===== src/rtl/nios2_oci_dct_pkg.sv =====
// Shared state encoding and constants for the DCT capture monitor.
package nios2_oci_dct_pkg;

  typedef enum logic [1:0] {
    IDLE    = 2'd0,
    CAPTURE = 2'd1,
    DRAIN   = 2'd2,
    DONE    = 2'd3
  } dct_state_t;

  localparam int unsigned OVF_MAX = 255;

endpackage


===== src/rtl/nios2_oci_dct_fifo.sv =====
// Circular-buffer FIFO with registered pointers and combinational head read.
module nios2_oci_dct_fifo #(
  parameter int unsigned WIDTH = 34,
  parameter int unsigned DEPTH = 16
) (
  input  logic                     clk,
  input  logic                     reset_n,
  input  logic                     push,
  input  logic                     pop,
  input  logic [WIDTH-1:0]         wdata,
  output logic [WIDTH-1:0]         rdata,
  output logic                     full,
  output logic                     empty,
  output logic [$clog2(DEPTH):0]   level
);

  localparam int unsigned AW = $clog2(DEPTH);

  logic [WIDTH-1:0] mem [DEPTH];
  logic [AW-1:0]    wr_ptr;
  logic [AW-1:0]    rd_ptr;
  logic [AW:0]      count;
  logic             do_push;
  logic             do_pop;

  assign empty   = (count == '0);
  assign full    = (count == (AW+1)'(DEPTH));
  assign level   = count;
  assign rdata   = mem[rd_ptr];
  assign do_pop  = pop && !empty;
  // A full FIFO still takes a write when the head leaves in the same cycle.
  assign do_push = push && (!full || do_pop);

  always_ff @(posedge clk) begin
    if (do_push) begin
      mem[wr_ptr] <= wdata;
    end
  end

  always_ff @(posedge clk) begin
    if (!reset_n) begin
      wr_ptr <= '0;
      rd_ptr <= '0;
      count  <= '0;
    end else begin
      if (do_push) begin
        wr_ptr <= wr_ptr + 1'b1;
      end
      if (do_pop) begin
        rd_ptr <= rd_ptr + 1'b1;
      end
      unique case ({do_push, do_pop})
        2'b10:   count <= count + 1'b1;
        2'b01:   count <= count - 1'b1;
        default: ;
      endcase
    end
  end

endmodule


===== src/rtl/nios2_oci_dct_monitor.sv =====
// Debug-capture-trace monitor: captures nonempty trace words into a FIFO until test end.
// Optional per-entry timestamps are enabled by defining NIOS2_OCI_DCT_TIMESTAMP_EN.
module nios2_oci_dct_monitor
  import nios2_oci_dct_pkg::*;
#(
  parameter int unsigned DCT_WIDTH   = 30,
  parameter int unsigned COUNT_WIDTH = 4,
  parameter int unsigned DEPTH       = 16,
  parameter int unsigned TS_WIDTH    = 16
) (
  input  logic                      clk,
  input  logic                      reset_n,
  input  logic                      dct_valid,
  input  logic [DCT_WIDTH-1:0]      dct_buffer,
  input  logic [COUNT_WIDTH-1:0]    dct_count,
  input  logic                      test_ending,
  input  logic                      test_has_ended,
  input  logic                      rd_ready,
  output logic                      rd_valid,
  output logic [DCT_WIDTH-1:0]      rd_data,
  output logic [COUNT_WIDTH-1:0]    rd_count,
  output logic [TS_WIDTH-1:0]       rd_timestamp,
  output logic [$clog2(DEPTH):0]    fill_level,
  output logic [7:0]                overflow_count,
  output logic [1:0]                state,
  output logic                      done
);

  localparam int unsigned LW = $clog2(DEPTH) + 1;
`ifdef NIOS2_OCI_DCT_TIMESTAMP_EN
  localparam int unsigned EW = TS_WIDTH + DCT_WIDTH + COUNT_WIDTH;
`else
  localparam int unsigned EW = DCT_WIDTH + COUNT_WIDTH;
`endif

  dct_state_t       state_q;
  dct_state_t       state_d;
  logic             sticky_q;
  logic [7:0]       ovf_q;
  logic             full;
  logic             empty;
  logic [LW-1:0]    level;
  logic [EW-1:0]    wdata;
  logic [EW-1:0]    rdata;
  logic             capturing;
  logic             push_req;
  logic             push;
  logic             pop;

  assign capturing = (state_q == IDLE) || (state_q == CAPTURE);
  assign push_req  = dct_valid && (dct_count != '0) && capturing;
  assign pop       = reset_n && !empty && rd_ready;
  assign push      = push_req && (!full || pop);

`ifdef NIOS2_OCI_DCT_TIMESTAMP_EN
  logic [TS_WIDTH-1:0] ts_q;

  always_ff @(posedge clk) begin
    if (!reset_n) begin
      ts_q <= '0;
    end else begin
      ts_q <= ts_q + 1'b1;
    end
  end

  assign wdata        = {ts_q, dct_buffer, dct_count};
  assign rd_timestamp = reset_n ? rdata[EW-1 -: TS_WIDTH] : '0;
`else
  assign wdata        = {dct_buffer, dct_count};
  assign rd_timestamp = '0;
`endif

  nios2_oci_dct_fifo #(
    .WIDTH (EW),
    .DEPTH (DEPTH)
  ) u_fifo (
    .clk     (clk),
    .reset_n (reset_n),
    .push    (push),
    .pop     (pop),
    .wdata   (wdata),
    .rdata   (rdata),
    .full    (full),
    .empty   (empty),
    .level   (level)
  );

  always_ff @(posedge clk) begin
    if (!reset_n) begin
      state_q  <= IDLE;
      sticky_q <= 1'b0;
      ovf_q    <= '0;
    end else begin
      state_q  <= state_d;
      sticky_q <= sticky_q | test_has_ended;
      if (push_req && full && !pop && (ovf_q != 8'(OVF_MAX))) begin
        ovf_q <= ovf_q + 1'b1;
      end
    end
  end

  // Test-end requests win over the IDLE->CAPTURE step; the push itself still lands.
  always_comb begin
    state_d = state_q;
    unique case (state_q)
      IDLE, CAPTURE: begin
        if (test_ending || test_has_ended) begin
          state_d = DRAIN;
        end else if (push_req) begin
          state_d = CAPTURE;
        end
      end
      DRAIN: begin
        if ((level == '0) && sticky_q) begin
          state_d = DONE;
        end
      end
      DONE:    state_d = DONE;
      default: state_d = IDLE;
    endcase
  end

  assign rd_valid       = reset_n && !empty;
  assign rd_data        = reset_n ? rdata[COUNT_WIDTH +: DCT_WIDTH] : '0;
  assign rd_count       = reset_n ? rdata[COUNT_WIDTH-1:0] : '0;
  assign fill_level     = reset_n ? level : '0;
  assign overflow_count = reset_n ? ovf_q : '0;
  assign state          = reset_n ? 2'(state_q) : '0;
  assign done           = reset_n && (state_q == DONE);

endmodule


===== config.mk =====
export PLATFORM = sky130hd
export DESIGN_NAME = nios2_oci_dct_monitor
export DESIGN_NICKNAME = d
export VERILOG_FILES = /design/src/rtl/nios2_oci_dct_pkg.sv /design/src/rtl/nios2_oci_dct_fifo.sv /design/src/rtl/nios2_oci_dct_monitor.sv
export SDC_FILE = /design/constraint.sdc
export NUM_CORES = 1
export LEC_CHECK = 0
export BUFFER_PORTS_ARGS = -buffer_cell sky130_fd_sc_hd__buf_2
export CORE_AREA = 8 8 246 201
export CTS_CLUSTER_DIAMETER = 150
export DETAILED_ROUTE_END_ITERATION = 16
export DIE_AREA = 0 0 254 209
export PLACE_DENSITY = 0.75
export SLEW_MARGIN = 20
export SYNTH_ARGS = -nofsm -noshare
export SYNTH_HDL_FRONTEND = slang
export SYNTH_HIERARCHICAL = 1
export SYNTH_SLANG_ARGS = --single-unit

===== constraint.sdc =====
create_clock -name clk -period 4 [get_ports clk]
set_clock_uncertainty 0.1 [all_clocks]
set_input_delay 0.2 -clock clk [delete_from_list [all_inputs] [get_ports clk]]
set_output_delay 0.2 -clock clk [all_outputs]
set_load 0.01 [all_outputs]

==> impl_metrics.yaml <==
status:
  status: "complete, no violations"
yosys:
  synth_cell_types: 50
  avgSynthCellArea_sq_um: 20.4
  yosys_warnings: 6
  synthArstFlopShare_pct: 0
  synth-main-ff-cell: "edfxtp_1"
  ys_ff_latch: 572
  synth-edff-count: 544
  synth_area_leaders: "edfxtp_1, mux4_2, dfxtp_1"
  synth_sequential_area_ratio_pct: 75.5
  synth_top_area_share_pct: 73.0
  syn_inst: 1097
  yosysTopAreaCell: "edfxtp_1"
  syn_area_sq_mm: 0.0224
sta:
  setup_violations: 0
  fin_setup_tns_ns: 0
  final-hold-violation-count: 0
  drv_slew: 0
  period_share_pct: 86.6
  worstMarginPinSlew_ns: 1.17
  fmax_mhz: 289
  period_needed_ns: 3.46
  maxSlewHeadroom_pct: 21.9
  finalWorstSetupSlack_ns: 0.536
  rsz0062_at_grt: "false"
critical_path:
  worstPathRequired_ns: 4.07
  end_kind: "flip-flop"
  slowest_delay_ns: 0.99
  critical_path_buf_inv_count: 1
  crit_chain: "or4_1 -> nor2_1 -> nand3b_1 -> inv_1 -> nand2b_1 -> o21ai_4 -> nor3_1 -> and2_2"
  critPathTopFamily: "simple AND/OR/NAND/NOR gates"
  cp_max_fo: 34
  critPathKind: "flip-flop to flip-flop"
  arrival_ns: 3.54
  start_kind: "flip-flop"
  cp.depth: 8
  cp_slowest_cell: "and2_2"
  r2r_cells: 8
placed_design:
  port_buffers: 90
  pre_cts_ws_ns: 0.575
  hpwl_microns: 25100
  finalWeightedCongestion: 0.770
cells_and_area:
  drive_above_1_share_pct: 26.7
  antenna_cells: 0
  fillers: 3298
  syn_to_final_growth_pct: 14.0
  num-nets-final: 1285
power:
  peakVddDrop_mv: 0.407
  power.leakage_uw: 0.00820
  p_per_area_mw_per_mm2: 466
global_route:
  grt_pass1_vias: 11517
  grt_antenna_before_repair: 0
  grt_pass1_wl_microns: 70300
  grtUsageTotal_pct: 17.4
  grt_overflow: 0
  grt_max_degree: 74
worst_hold_path:
  hold_class: "input pin to flip-flop"
  whs_path_depth: 4
cts:
  worstSkewPairLatency_ns: 0.57
  cts_tree: "done"
  numCtsBuffers: 52
  clkTransAtPathRegs_ns: 0.06
  cts_setup_buffers: 0
  htree_levels: 2
  cts_hold_buf: 37
  clock_sinks: 572
  ctsRootBufferMaster: "clkbuf_16"
  clockBufferDepth: 3
  cts-resized-gates: 0
detailed_routing:
  viasPerCell: 5.86
  drtAntennaViolNets: 0
  wl_microns: 46600
  drt_first_iter_violations: 1044
  routedWlPerCell_microns: 24.7
  drtPass1Iterations: 5
  drc_errors: 0
  num_vias: 11042
floorplanning:
  dieArea_sq_mm: 0.0531
  die_h_microns: 209
  coreArea_sq_mm: 0.0452
  io-pin-count: 107
  fp.dieW_microns: 254
  start_util_pct: 49.5
  row_count: 70
flow_run:
  drv_cap: 0
-- cell usage after synthesis (all sizes together), types with 3 or more instances --
cell type and number:
ha 9, inv 10, buf 45, nand3 7, and2 65, nor2b 6
a21oi 8, or4 3, a22oi 68, clkbuf 31, mux4 136, o21ai 7
o21a 4, nand2b 5, and3 8, dfxtp 28, nor2 19, nand4 6
xnor2 4, mux2i 7, nand2 43, edfxtp 544, nor3 7
-- sequential cells by signal, indices dropped and copies added (netlist names), named ones only --
register	count
ovf_q	8
sticky_q	1
u_fifo/wr_ptr	4
u_fifo/rd_ptr	4
u_fifo/level	5
state_q	2
u_fifo/mem	544
-- layout make-up --
class | count | area [sq um] | share of cell area, %
Clock inverter | 29 | 250 | 0.980
Sequential cell | 572 | 16900 | 66.2
Clock buffer | 63 | 1360 | 5.34
Inverter | 10 | 37.5 | 0.147
Timing Repair Buffer | 145 | 1040 | 4.07
Multi-Input combinational cell | 454 | 5170 | 20.3
Tap cell | 612 | 766 | 3.00
-- where the power goes --
| group | internal (uW) | switching (uW) |
|---|---|---|
| clock network | 2730 | 2030 |
| registers | 6610 | 27.1 |
| logic | 205 | 294 |
-- per-stage QoR --
stage | hold WS [ns] | util (%) | power [uW] | instance area, sq um | instances
6_report | 0.152 | 56.5 | 11900 | 25500 | 1885
5_1_grt | 0.214 | 56.5 | 12200 | 25500 | 1885
4_1_cts | 0.123 | 56.4 | 12000 | 25500 | 1883
3_5_place_dp | 0.357 | 52.0 | 7240 | 23500 | 1754
3_3_place_gp | 0.336 | 52.0 | 7220 | 23500 | 1754
2_1_floorplan | 0.199 | - | 7050 | 22400 | 1112
-- cells by family (layout without fill, tap and decap cells) --
group | after synthesis | count (layout) | synth area share (%)
buffers and inverters | 86 | 247 | 1.90
and+or+nand+nor | 178 | 178 | 4.29
xor gates and xnor gates | 4 | 4 | 0.156
adders and majority gates | 10 | 10 | 0.592
muxes | 145 | 145 | 14.1
other | 1 | 16 | 0.0167
DFF | 572 | 572 | 75.5
AOI/OAI and AO/OA | 101 | 101 | 3.49
-- routing by layer --
| layer | share of wire, % | wire length, microns | GRT usage [%] | vias up |
|---|---|---|---|---|
| li1 | - | - | - | 4758 |
| met1 | 42 | 19600 | 23.9 | 5798 |
| met2 | 50 | 23200 | 29.0 | 410 |
| met3 | 6.3 | 2910 | 2.90 | 76 |
| met4 | 1.7 | 805 | 4.12 | 0 |
| met5 | 0 | 0 | 0 | - |
-- cell usage in the layout, fill, tap and decap left out, types with 5 or more instances in the layout --
master and count:
a21oi_1 7, a22oi_1 68, and2_1 52, and2_2 9, buf_12 5, buf_2 90
buf_4 12, bufinv_16 5, clkbuf_1 10, clkbuf_16 53, clkinv_1 18, clkinv_2 5
conb_1 16, dfxtp_1 26, dlygate4sd3_1 37, edfxtp_1 544, ha_1 9, inv_1 9
mux2i_1 7, mux4_2 136, nand2_1 43, nand2b_1 5, nand3_1 7, nand4_1 6
nor2_1 18, nor3_1 7
-- tightest hold or removal path, stage by stage --
cell      delay, ns
buf_2          0.08
nand3b_1       0.13
nand4_1        0.25
o31ai_1        0.11
-- path summary, 6_finish.rpt --
path | start | to | slack [ns]
worst max-delay path | u_fifo/level[0] | u_fifo/mem[2][15] | 0.54
worst min-delay path | rd_ready | ovf_q[1] | 0.15
worst max register to register | u_fifo/level[0] | u_fifo/mem[2][15] | 0.54
worst min register to register | sticky_q | sticky_q | 0.38
Note: power is estimated with default switching activity, not from simulation.
